<file path="config.mk">
export PLATFORM = sky130hd
export DESIGN_NAME = mem_stage
export DESIGN_NICKNAME = d
export VERILOG_FILES = /design/src/rtl/mem_stage.sv
export SDC_FILE = /design/constraint.sdc
export NUM_CORES = 1
export LEC_CHECK = 0
export CORE_MARGIN = 5
export CORE_UTILIZATION = 35
export DETAILED_ROUTE_END_ITERATION = 12
export PLACE_DENSITY = 0.68
export SYNTH_ARGS = -nofsm -noshare
export SYNTH_HDL_FRONTEND = slang
export SYNTH_SLANG_ARGS = --single-unit
</file>
<file path="constraint.sdc">
create_clock -name clk -period 2.66 [get_ports clk]
set_input_delay 0.266 -clock clk [delete_from_list [all_inputs] [get_ports clk]]
set_output_delay 0.266 -clock clk [all_outputs]
set_load 0.005 [all_outputs]
</file>
<file path="src/rtl/mem_stage.sv">
// mem_stage: MEM pipeline stage with a single-outstanding data-memory request.
//
// All state updates happen on the falling edge of clk so this stage lines up
// with the neighbouring pipeline registers.
//
// Ports
//   clk, rst_n               clock (negedge-active state), async active-low reset
//   ALU_result, Rt_data,     EX/MEM payload: byte address / ALU value, store data
//   RdAddr, MemW, MemR,      EX/MEM destination and controls
//   Mem2Reg, RegWrite
//   stall                    combinational; upstream holds while 1
//   dmem_req/we/addr/wdata   registered memory request
//   dmem_rdata, dmem_ack     memory response (ack is a one-cycle pulse)
//   ALU_result_out, MemData_out, RdAddr_out, RegWrite_out, Mem2Reg_out
//                            MEM/WB register
//   err_misalign, err_timeout  one-cycle error pulses
module mem_stage (
  input  logic        clk,
  input  logic        rst_n,
  input  logic [31:0] ALU_result,
  input  logic [31:0] Rt_data,
  input  logic [4:0]  RdAddr,
  input  logic        MemW,
  input  logic        MemR,
  input  logic        Mem2Reg,
  input  logic        RegWrite,
  output logic        stall,
  output logic        dmem_req,
  output logic        dmem_we,
  output logic [31:0] dmem_addr,
  output logic [31:0] dmem_wdata,
  input  logic [31:0] dmem_rdata,
  input  logic        dmem_ack,
  output logic [31:0] ALU_result_out,
  output logic [31:0] MemData_out,
  output logic [4:0]  RdAddr_out,
  output logic        RegWrite_out,
  output logic        Mem2Reg_out,
  output logic        err_misalign,
  output logic        err_timeout
);

  typedef enum logic {IDLE, ACCESS} state_t;

  state_t      state_q, state_d;
  logic [3:0]  cnt_q, cnt_d;
  logic        req_q, req_d;
  logic        we_q, we_d;
  logic [31:0] addr_q, addr_d;
  logic [31:0] wdata_q, wdata_d;

  // Instruction fields held for the duration of an access; the upstream
  // inputs are not re-sampled once the request is in flight.
  logic [4:0]  hrd_q, hrd_d;
  logic        hrw_q, hrw_d;
  logic        hm2r_q, hm2r_d;
  logic        hread_q, hread_d;

  logic [31:0] wb_alu_q, wb_alu_d;
  logic [31:0] wb_md_q, wb_md_d;
  logic [4:0]  wb_rd_q, wb_rd_d;
  logic        wb_rw_q, wb_rw_d;
  logic        wb_m2r_q, wb_m2r_d;
  logic        emis_q, emis_d;
  logic        eto_q, eto_d;

  logic mem_op, aligned;
  assign mem_op  = MemR | MemW;
  assign aligned = (ALU_result[1:0] == 2'b00);

  always_comb begin
    state_d  = state_q;
    cnt_d    = cnt_q;
    req_d    = req_q;
    we_d     = we_q;
    addr_d   = addr_q;
    wdata_d  = wdata_q;
    hrd_d    = hrd_q;
    hrw_d    = hrw_q;
    hm2r_d   = hm2r_q;
    hread_d  = hread_q;
    wb_alu_d = wb_alu_q;
    wb_md_d  = wb_md_q;
    wb_rd_d  = wb_rd_q;
    wb_rw_d  = wb_rw_q;
    wb_m2r_d = wb_m2r_q;
    emis_d   = 1'b0;
    eto_d    = 1'b0;
    stall    = 1'b0;

    case (state_q)
      IDLE: begin
        if (mem_op && aligned) begin
          stall    = 1'b1;
          req_d    = 1'b1;
          we_d     = MemW;           // MemR&MemW resolves to a write
          addr_d   = ALU_result;
          wdata_d  = Rt_data;
          cnt_d    = 4'd0;
          hrd_d    = RdAddr;
          hrw_d    = RegWrite;
          hm2r_d   = Mem2Reg;
          hread_d  = MemR & ~MemW;
          wb_rw_d  = 1'b0;           // bubble into WB
          state_d  = ACCESS;
        end else begin
          // Plain ALU op, or a misaligned access retired without a request.
          wb_alu_d = ALU_result;
          wb_rd_d  = RdAddr;
          wb_m2r_d = Mem2Reg;
          wb_rw_d  = mem_op ? 1'b0 : RegWrite;
          emis_d   = mem_op;
        end
      end
      ACCESS: begin
        // Ack wins over the timeout when both land on the last count.
        if (dmem_ack) begin
          wb_alu_d = addr_q;
          wb_rd_d  = hrd_q;
          wb_rw_d  = hrw_q;
          wb_m2r_d = hm2r_q;
          if (hread_q) wb_md_d = dmem_rdata;
          req_d    = 1'b0;
          state_d  = IDLE;
        end else if (cnt_q == 4'd15) begin
          wb_alu_d = addr_q;
          wb_rd_d  = hrd_q;
          wb_rw_d  = 1'b0;
          wb_m2r_d = hm2r_q;
          req_d    = 1'b0;
          eto_d    = 1'b1;
          state_d  = IDLE;
        end else begin
          stall    = 1'b1;
          cnt_d    = cnt_q + 4'd1;
          wb_rw_d  = 1'b0;
        end
      end
      default: state_d = IDLE;
    endcase
  end

  always_ff @(negedge clk or negedge rst_n) begin
    if (!rst_n) begin
      state_q  <= IDLE;
      cnt_q    <= 4'd0;
      req_q    <= 1'b0;
      we_q     <= 1'b0;
      addr_q   <= 32'd0;
      wdata_q  <= 32'd0;
      hrd_q    <= 5'd0;
      hrw_q    <= 1'b0;
      hm2r_q   <= 1'b0;
      hread_q  <= 1'b0;
      wb_alu_q <= 32'd0;
      wb_md_q  <= 32'd0;
      wb_rd_q  <= 5'd0;
      wb_rw_q  <= 1'b0;
      wb_m2r_q <= 1'b0;
      emis_q   <= 1'b0;
      eto_q    <= 1'b0;
    end else begin
      state_q  <= state_d;
      cnt_q    <= cnt_d;
      req_q    <= req_d;
      we_q     <= we_d;
      addr_q   <= addr_d;
      wdata_q  <= wdata_d;
      hrd_q    <= hrd_d;
      hrw_q    <= hrw_d;
      hm2r_q   <= hm2r_d;
      hread_q  <= hread_d;
      wb_alu_q <= wb_alu_d;
      wb_md_q  <= wb_md_d;
      wb_rd_q  <= wb_rd_d;
      wb_rw_q  <= wb_rw_d;
      wb_m2r_q <= wb_m2r_d;
      emis_q   <= emis_d;
      eto_q    <= eto_d;
    end
  end

  assign dmem_req       = req_q;
  assign dmem_we        = we_q;
  assign dmem_addr      = addr_q;
  assign dmem_wdata     = wdata_q;
  assign ALU_result_out = wb_alu_q;
  assign MemData_out    = wb_md_q;
  assign RdAddr_out     = wb_rd_q;
  assign RegWrite_out   = wb_rw_q;
  assign Mem2Reg_out    = wb_m2r_q;
  assign err_misalign   = emis_q;
  assign err_timeout    = eto_q;

endmodule
</file>
==> tab_implementation.tex, run 1 <==
\begin{tabular}{lr}
\hline
Metric & Value \\
\hline
\multicolumn{2}{l}{\textbf{Synthesis}} \\
\quad Yosys warnings & 0 \\
\quad Synth Register Bits & 152 \\
\quad Top area cells in the synthesized netlist & dfrtn\_1 60\%, mux2\_2 26\%, mux2\_4 6.6\%, buf\_6 1.6\%, buf\_12 0.94\% \\
\quad Synthesized cell area & 6367 µm² \\
\quad Number of synthesized flops with an enable pin & 0 \\
\quad Fraction of post-synthesis cell area in the top cell type by area & 0.5974 \\
\quad Leading cell type by number of instances after synthesis & dfrtn\_1 \\
\quad Asr flop ratio synth & 1.000 \\
\quad Synth top cells by count & 152 x dfrtn\_1, 147 x mux2\_2, 28 x mux2\_4, 9 x buf\_6, 6 x buf\_2 \\
\quad Count of cell types in the netlist & 33 \\
\quad Sequential area share after synthesis & 0.5974 \\
\quad Largest area contributor in the netlist & dfrtn\_1 \\
\quad Number of standard cells after synthesis & 386 \\
\quad Primary FF master, synth & dfrtn\_1 \\
\quad Synthesized area per cell & 16.50 µm² \\
\quad Synth Net Count & 495 \\
\multicolumn{2}{l}{\textbf{Run status}} \\
\quad Status & finished, violations left \\
\quad Violated checks & negative setup slack \\
\multicolumn{2}{l}{\textbf{Place}} \\
\quad Number of buffer cells added on primary ports & 247 \\
\quad Placed standard-cell area & 9296 µm² \\
\quad Detailed Place HPWL & 12240 µm \\
\quad Post-Place Worst Slack & -0.7232 ns \\
\quad Placer Congestion & 0.7474 \\
\multicolumn{2}{l}{\textbf{Worst setup path}} \\
\quad CP max-delay cell & dfrtn\_1 \\
\quad Worst EP required & 2.39 ns \\
\quad Capture instance of the worst register-to-register path & ALU\_result\_out[12] \\
\quad Depth of the most critical reg-to-reg path & 12 \\
\quad Worst-case register-to-register setup slack & 0.50 ns \\
\quad Largest fanout of any net on the critical path & 2 \\
\quad Kind of start point of the critical path & flop \\
\quad Type of the setup path with the least slack & reg -> out \\
\quad Worst-path cell chain & ha\_4 -> nand3\_4 -> a32oi\_4 -> buf\_12 -> inv\_4 -> buf\_6 \\
\quad Start of the worst register-to-register path & cnt\_q[1] \\
\quad Data arrival time of the worst path & 2.88 ns \\
\quad Kind of cell adding the most delay to the critical path & flip-flops \\
\quad Maximum cell stage delay along the critical path & 0.45 ns \\
\quad Critical path buffers and inverters & 3 \\
\quad Type of destination of the critical path & output port \\
\multicolumn{2}{l}{\textbf{STA}} \\
\quad Slew Viols, Final & 0 \\
\quad Worst Max-Slew Pin Slew & 0.3820 ns \\
\quad Count of endpoints failing hold in the final timing report & 0 \\
\quad Setup-violating endpoint count in the final report & 27 \\
\quad Worst path setup slack after routing & -0.4829 ns \\
\quad Final worst clock skew & 0.008598 ns \\
\quad Setup repair after global routing missed its margin & yes \\
\quad Worst rel slew slack & 0.7454 \\
\multicolumn{2}{l}{\textbf{Worst hold path}} \\
\quad Beginning of the worst hold path & MemData\_out[2] \\
\quad Hold path depth & 1 \\
\quad WHS Endpoint & MemData\_out[2] \\
\quad Worst min-delay path class & reg -> reg \\
\multicolumn{2}{l}{\textbf{Global routing}} \\
\quad Leftover overflow at the end of global routing & 0 \\
\quad Global-route wire length before repair & 25730 µm \\
\quad Initial antenna violation count & 0 \\
\quad Vias in the first global route & 4807 \\
\quad Maximum number of pins on one net before global-route repair & 35 \\
\quad Combined global-route utilization of all metal layers & 0.1587 \\
\multicolumn{2}{l}{\textbf{Clock network}} \\
\quad H-tree levels & 4 \\
\quad Clk sink count & 152 \\
\quad Hold-fix buffer count after cts & 0 \\
\quad CTS tree & done \\
\quad Max clock buf depth & 2 \\
\quad Clk Latency, worst-skew pair & 0.39 ns \\
\quad Clock-pin slew reported for the worst setup and hold paths after clock tree synthesis & 0.04 ns \\
\quad Number of buffers added by the clock tree synthesis step & 17 \\
\quad Root Buffer & clkbuf\_16 \\
\multicolumn{2}{l}{\textbf{Final layout}} \\
\quad Area Overhead vs Synth & 60.96\% \\
\quad Area occupied by multi-input gates & 2450 µm² \\
\quad Number of filler cells placed in the layout & 1451 \\
\quad Net count reported at finish & 828 \\
\quad Seq. cell area & 3804 µm² \\
\quad Final std cell area, no fill & 10250 µm² \\
\quad Fraction of layout instances using a drive strength above 1 & 0.5027 \\
\quad Post-Route Utilization & 0.5705 \\
\quad Antenna Cells & 0 \\
\multicolumn{2}{l}{\textbf{Drt}} \\
\quad Final Routed Wirelength & 17250 µm \\
\quad Via-to-Cell Ratio & 4.631 \\
\quad Number of detailed-routing iterations run before antenna repair & 4 \\
\quad Iteration-0 DRC count of the detailed router & 67 \\
\quad Routed length per instance & 17.95 µm \\
\quad Vias & 4450 \\
\quad Remaining number of nets flagged by the antenna check after routing & 0 \\
\quad DRC Markers & 0 \\
\multicolumn{2}{l}{\textbf{Power and ir drop}} \\
\quad Fraction of power spent switching nets & 0.2529 \\
\quad LEAKAGE & 4.704 nW \\
\quad Peak VDD IR & 0.0004384 V \\
\quad Pwr Density & 794.9 nW/µm² \\
\quad Portion of total power attributed to combinational logic & 0.292 \\
\quad Internal Pwr Total & 6.087 mW \\
\quad Sequential share of power & 0.406 \\
\quad Clock Power Share & 0.301 \\
\quad Power spent charging and discharging nets & 2.060 mW \\
\multicolumn{2}{l}{\textbf{Run}} \\
\quad Max capacitance violation total & 0 \\
\multicolumn{2}{l}{\textbf{Die}} \\
\quad Floorplan Core Area & 17960 µm² \\
\quad Top Ports & 248 \\
\quad Die Y-Extent & 144.9 µm \\
\quad Placement Rows & 49 \\
\quad Die span in x & 144.9 µm \\
\quad Area enclosed by the die boundary & 20990 µm² \\
\quad Effective utilization at floorplan & 0.3545 \\
\hline
\end{tabular}
## worst reg2reg max path, delay by kind of cell (launching register included)
family | cells | cell delay (ns)
adder cells (fa/ha/maj) | 1 | 0.17
flip-flops | 1 | 0.45
AO/OA/AOI/OAI | 1 | 0.20
buffers and inverters | 8 | 0.81
multiplexers | 1 | 0.30
AND/OR/NAND/NOR | 1 | 0.07
## worst max path at each step
| stage | from | endpoint | cells after the start |
|---|---|---|---|
| 6_report | cnt_q[1] | stall | 6 |
| 5_1_grt | cnt_q[1] | stall | 6 |
| 4_1_cts | cnt_q[1] | stall | 6 |
| 3_5_place_dp | MemW | ALU_result_out[20] | 5 |
| 3_3_place_gp | MemW | ALU_result_out[20] | 5 |
| 2_1_floorplan | MemW | ALU_result_out[1] | 4 |
## placed cells by master (no fill, tap or decap), drive strengths merged
cell type / instances
a31oi: 1
and3: 2
mux2: 178
clkinv: 3
or2: 1
clkinvlp: 2
and2: 2
xnor2: 1
inv: 5
dlygate4sd2: 19
a22o: 1
buf: 102
and3b: 1
bufbuf: 1
o21ai: 1
o22a: 1
dfrtn: 152
bufinv: 3
ha: 1
nand2: 2
nand2b: 1
nor3b: 1
clkbuf: 71
clkdlybuf4s15: 62
a21o: 1
mux2i: 1
nor2: 4
a32o: 2
a32oi: 1
nor3: 2
nand3: 4
clkdlybuf4s50: 101
nor2b: 1
nand4b: 1
## stage by stage
| step | hold WS (ns) | total power, mW | cells | TNS (ns) |
|---|---|---|---|---|
| detailed placement | 0.4529 | 5.832 | 873 | -87.05 |
| global placement | 0.4343 | 5.751 | 873 | -83.88 |
| CTS | 0.4482 | 8.164 | 936 | -2.846 |
| floorplan | 0.4340 | 4.194 | 386 | -8.038 |
| finish | 0.4441 | 8.147 | 961 | -7.407 |
| global route | 0.4539 | 8.589 | 961 | -7.979 |
## power groups by stage
| stage | clock network, mW | registers (mW) | logic (mW) |
|---|---|---|---|
| 2_1_floorplan | 0 | 3.34 | 0.852 |
| 3_3_place_gp | 0 | 3.32 | 2.43 |
| 3_5_place_dp | 0 | 3.35 | 2.48 |
| 4_1_cts | 2.53 | 3.31 | 2.32 |
| 5_1_grt | 2.64 | 3.38 | 2.57 |
| 6_report | 2.45 | 3.31 | 2.38 |
## layout make-up
| type | instances | share of cell area |
|---|---|---|
| inverters | 3 | 0.001343 |
| flip-flops and latches | 152 | 0.3711 |
| clock buffers | 22 | 0.04529 |
| multi-input cells | 211 | 0.2390 |
| clock inverters | 10 | 0.01380 |
| repair buffers | 334 | 0.3014 |
| well taps | 229 | 0.02796 |
## metal layers
metal | up-vias | GRT usage | share of wire
li1 | 2056 | - | -
met1 | 2208 | 0.1917 | 0.40
met2 | 169 | 0.2643 | 0.49
met3 | 17 | 0.06211 | 0.097
met4 | 0 | 0.04516 | 0.016
met5 | - | 0 | 0
## cell families (layout without fill, tap and decap cells)
group                    after synthesis  in the layout  share of synthesized area
adder cells (fa/ha/maj)                1              1                   0.001965
XOR/XNOR                               1              1                   0.001376
AO/OA/AOI/OAI                          8              8                    0.01317
buffers and inverters                 23            369                    0.03301
multiplexers                         179            179                     0.3329
AND/OR/NAND/NOR                       22             22                    0.02024
flip-flops                           152            152                     0.5974
## flip-flops by register name, summed over array words and instances, names as in the netlist
signal	count
RegWrite_out	1
MemData_out	32
hm2r_q	1
dmem_addr	32
hrw_q	1
RdAddr_out	5
state_q	1
dmem_wdata	32
err_misalign	1
hrd_q	5
dmem_req	1
ALU_result_out	32
dmem_we	1
cnt_q	4
hread_q	1
err_timeout	1
Mem2Reg_out	1
## repair_timing
item | CTS | global route
buffers inserted | 27 | 25
resized for setup | 260 | 135
cloned | 4 | 1
endpoints found under the setup margin | 287 | 196
pin swaps | 4 | 4
No activity file was read; power rests on OpenSTA's default activity.
==> inputs of run 2 (changes only) <==
--- a/config.mk
+++ b/config.mk
@@ -6,9 +6,9 @@
 export NUM_CORES = 1
 export LEC_CHECK = 0
 export CORE_MARGIN = 5
-export CORE_UTILIZATION = 35
+export CORE_UTILIZATION = 47
 export DETAILED_ROUTE_END_ITERATION = 12
-export PLACE_DENSITY = 0.68
+export PLACE_DENSITY = 0.83
 export SYNTH_ARGS = -nofsm -noshare
 export SYNTH_HDL_FRONTEND = slang
 export SYNTH_SLANG_ARGS = --single-unit
==> run 2 against run 1 <==
  * The run still ends with negative setup slack left
  * Clock power is 2% lower
  * Design area is 1.8% lower
  * First-iteration DRC count grew to 2.7 times the previous value
  * Register-to-register slack worse by 0.06 ns
  * Routed wire length is 0.68% higher
  * Critical path depth stayed put
==> tab_implementation.tex, run 2 (synthesized netlist as in run 1, its figures left out) <==
\begin{tabular}{lr}
\hline
Metric & Value \\
\hline
\multicolumn{2}{l}{\textbf{Run status}} \\
\quad Status & finished, violations left \\
\quad Violated checks & negative setup slack \\
\multicolumn{2}{l}{\textbf{Worst setup path}} \\
\quad Data arrival time of the worst path & 2.89 ns \\
\quad CP max-delay cell & dfrtn\_1 \\
\quad Kind of start point of the critical path & flop \\
\quad Worst EP required & 2.39 ns \\
\quad Type of destination of the critical path & output port \\
\quad Type of the setup path with the least slack & reg -> out \\
\quad Maximum cell stage delay along the critical path & 0.45 ns \\
\quad Largest fanout of any net on the critical path & 2 \\
\quad Depth of the most critical reg-to-reg path & 12 \\
\quad Worst-case register-to-register setup slack & 0.44 ns \\
\quad Start of the worst register-to-register path & cnt\_q[1] \\
\quad Dominant cell type by count on the critical path & buf\_6 \\
\quad Worst-path cell chain & ha\_4 -> nand3\_4 -> a32oi\_4 -> buf\_6 -> inv\_2 -> buf\_6 \\
\quad Capture instance of the worst register-to-register path & ALU\_result\_out[28] \\
\multicolumn{2}{l}{\textbf{Run}} \\
\quad Max capacitance violation total & 0 \\
\multicolumn{2}{l}{\textbf{Final layout}} \\
\quad Fraction of layout instances using a drive strength above 1 & 0.4890 \\
\quad Antenna Cells & 0 \\
\quad Number of filler cells placed in the layout & 848 \\
\quad Most common cell after layout, fill and taps aside & dfrtn\_1 \\
\quad Area occupied by multi-input gates & 2412 µm² \\
\quad Most used cells in the layout excluding fill and tap cells & 152 x dfrtn\_1, 142 x mux2\_2, 101 x clkdlybuf4s50\_1 \\
\quad Area Overhead vs Synth & 58.03\% \\
\quad Post-route non-filler standard cell count & 902 \\
\quad Seq. cell area & 3804 µm² \\
\quad Net count reported at finish & 822 \\
\multicolumn{2}{l}{\textbf{Drt}} \\
\quad DRC Markers & 0 \\
\quad Iteration-0 DRC count of the detailed router & 179 \\
\quad Vias & 4486 \\
\quad Final Routed Wirelength & 17370 µm \\
\quad Routed length per instance & 19.26 µm \\
\quad Remaining number of nets flagged by the antenna check after routing & 0 \\
\quad Via-to-Cell Ratio & 4.973 \\
\quad Number of detailed-routing iterations run before antenna repair & 4 \\
\multicolumn{2}{l}{\textbf{Global routing}} \\
\quad Maximum number of pins on one net before global-route repair & 66 \\
\quad Leftover overflow at the end of global routing & 0 \\
\quad Initial antenna violation count & 1 \\
\quad Global-route wire length before repair & 26630 µm \\
\quad Combined global-route utilization of all metal layers & 0.2117 \\
\quad Vias in the first global route & 4928 \\
\multicolumn{2}{l}{\textbf{Clock network}} \\
\quad Clk Latency, worst-skew pair & 0.39 ns \\
\quad Root Buffer & clkbuf\_16 \\
\quad Max clock buf depth & 2 \\
\quad Clk sink count & 152 \\
\quad Number of buffers added by the clock tree synthesis step & 17 \\
\quad Hold-fix buffer count after cts & 0 \\
\quad H-tree levels & 4 \\
\quad CTS tree & done \\
\quad Clock-pin slew reported for the worst setup and hold paths after clock tree synthesis & 0.04 ns \\
\multicolumn{2}{l}{\textbf{Power and ir drop}} \\
\quad Tot Pwr & 8.081 mW \\
\quad Peak VDD IR & 0.0005291 V \\
\quad Pwr Density & 803.1 nW/µm² \\
\quad LEAKAGE & 4.619 nW \\
\multicolumn{2}{l}{\textbf{STA}} \\
\quad Worst path setup slack after routing & -0.4915 ns \\
\quad Setup repair after global routing missed its margin & yes \\
\quad Worst Max-Slew Pin Slew & 0.3800 ns \\
\quad Worst rel slew slack & 0.7467 \\
\quad Setup-violating endpoint count in the final report & 36 \\
\quad Worst hold slack across all endpoints & 0.4309 ns \\
\quad Final worst clock skew & 0.004879 ns \\
\quad Slew Viols, Final & 0 \\
\quad Count of endpoints failing hold in the final timing report & 0 \\
\multicolumn{2}{l}{\textbf{Worst hold path}} \\
\quad Worst min-delay path class & reg -> reg \\
\quad WHS Endpoint & RdAddr\_out[3] \\
\quad Hold path depth & 1 \\
\quad Beginning of the worst hold path & RdAddr\_out[3] \\
\multicolumn{2}{l}{\textbf{Die}} \\
\quad Area enclosed by the die boundary & 15980 µm² \\
\quad Placement Rows & 42 \\
\quad Die span in x & 126.4 µm \\
\quad Die Y-Extent & 126.4 µm \\
\quad Floorplan Core Area & 13240 µm² \\
\quad Top Ports & 248 \\
\quad Effective utilization at floorplan & 0.4808 \\
\multicolumn{2}{l}{\textbf{Place}} \\
\quad Placer Congestion & 0.8070 \\
\quad Number of buffer cells added on primary ports & 247 \\
\quad Cells after DPL & 818 \\
\quad Detailed Place HPWL & 11930 µm \\
\hline
\end{tabular}
-- run 2: cell types whose count changed in the layout (fill, tap and decap cells not counted), moves of 2 or more --
cell and change:
clkbuf_8 +3, clkbuf_2 -5, dlygate4sd2_1 +11, mux2_2 +9, buf_12 -3, clkdlybuf4s15_1 -5, inv_6 -2, buf_6 -2
mux2_4 -10, buf_4 -3
-- run 2: how the worst max path moves through the flow --
stage / slack (ns) / startpoint / to
floorplan: -0.14 / MemW / ALU_result_out[1]
global placement: -0.67 / ALU_result[1] / dmem_wdata[26]
detailed placement: -0.69 / MemW / ALU_result_out[20]
CTS: -0.52 / cnt_q[1] / stall
global route: -0.55 / cnt_q[1] / stall
finish: -0.49 / cnt_q[1] / stall
-- run 2: repair_timing --
item	in CTS	in global routing
resized for setup	237	126
setup endpoints to repair	284	161
gates cloned	3	2
pin swaps	4	3
setup buffers	21	26
-- run 2: where the power goes --
group,leakage (nW),internal (mW),switching [mW]
clock network,0.289,1.50,0.901
logic,2.52,1.56,0.811
registers,1.81,2.96,0.343
total,4.62,6.03,2.06
-- run 2: cell type report --
type | instances | share of cell area
flip-flops and latches | 152 | 0.3780
repair buffers | 328 | 0.3000
multi-input cells | 211 | 0.2397
clock buffers | 25 | 0.05024
well taps | 176 | 0.02188
clock inverters | 7 | 0.008953
inverters | 3 | 0.001119
-- run 2: worst max-delay path, delay by kind of cell, from the launching register on --
family	cells	cell delay [ns]
DFF	1	0.45
buffers and inverters	3	0.28
AOI/OAI and AO/OA	1	0.19
adders and majority gates	1	0.17
and+or+nand+nor	1	0.08
-- run 2: metal layers --
metal	wire (µm)	global-route usage	vias to the layer above	share of wire
met5	10	0	-	0.00058
met4	333	0.07066	2	0.019
met3	1601	0.08407	32	0.092
met2	8840	0.3534	182	0.51
met1	6585	0.2505	2220	0.38
li1	-	-	2050	-
-- run 2: metrics by stage --
step           worst slack (ns)    util  setup TNS [ns]  cell area [µm²]
3_5_place_dp            -0.6943  0.6940          -89.31             9190
5_1_grt                 -0.5480  0.7598          -16.41            10060
2_1_floorplan           -0.1426       -          -8.038             6389
6_report                -0.4915  0.7598          -15.22            10060
4_1_cts                 -0.5172  0.7533          -2.929             9976
3_3_place_gp            -0.6709  0.6940          -86.21             9190
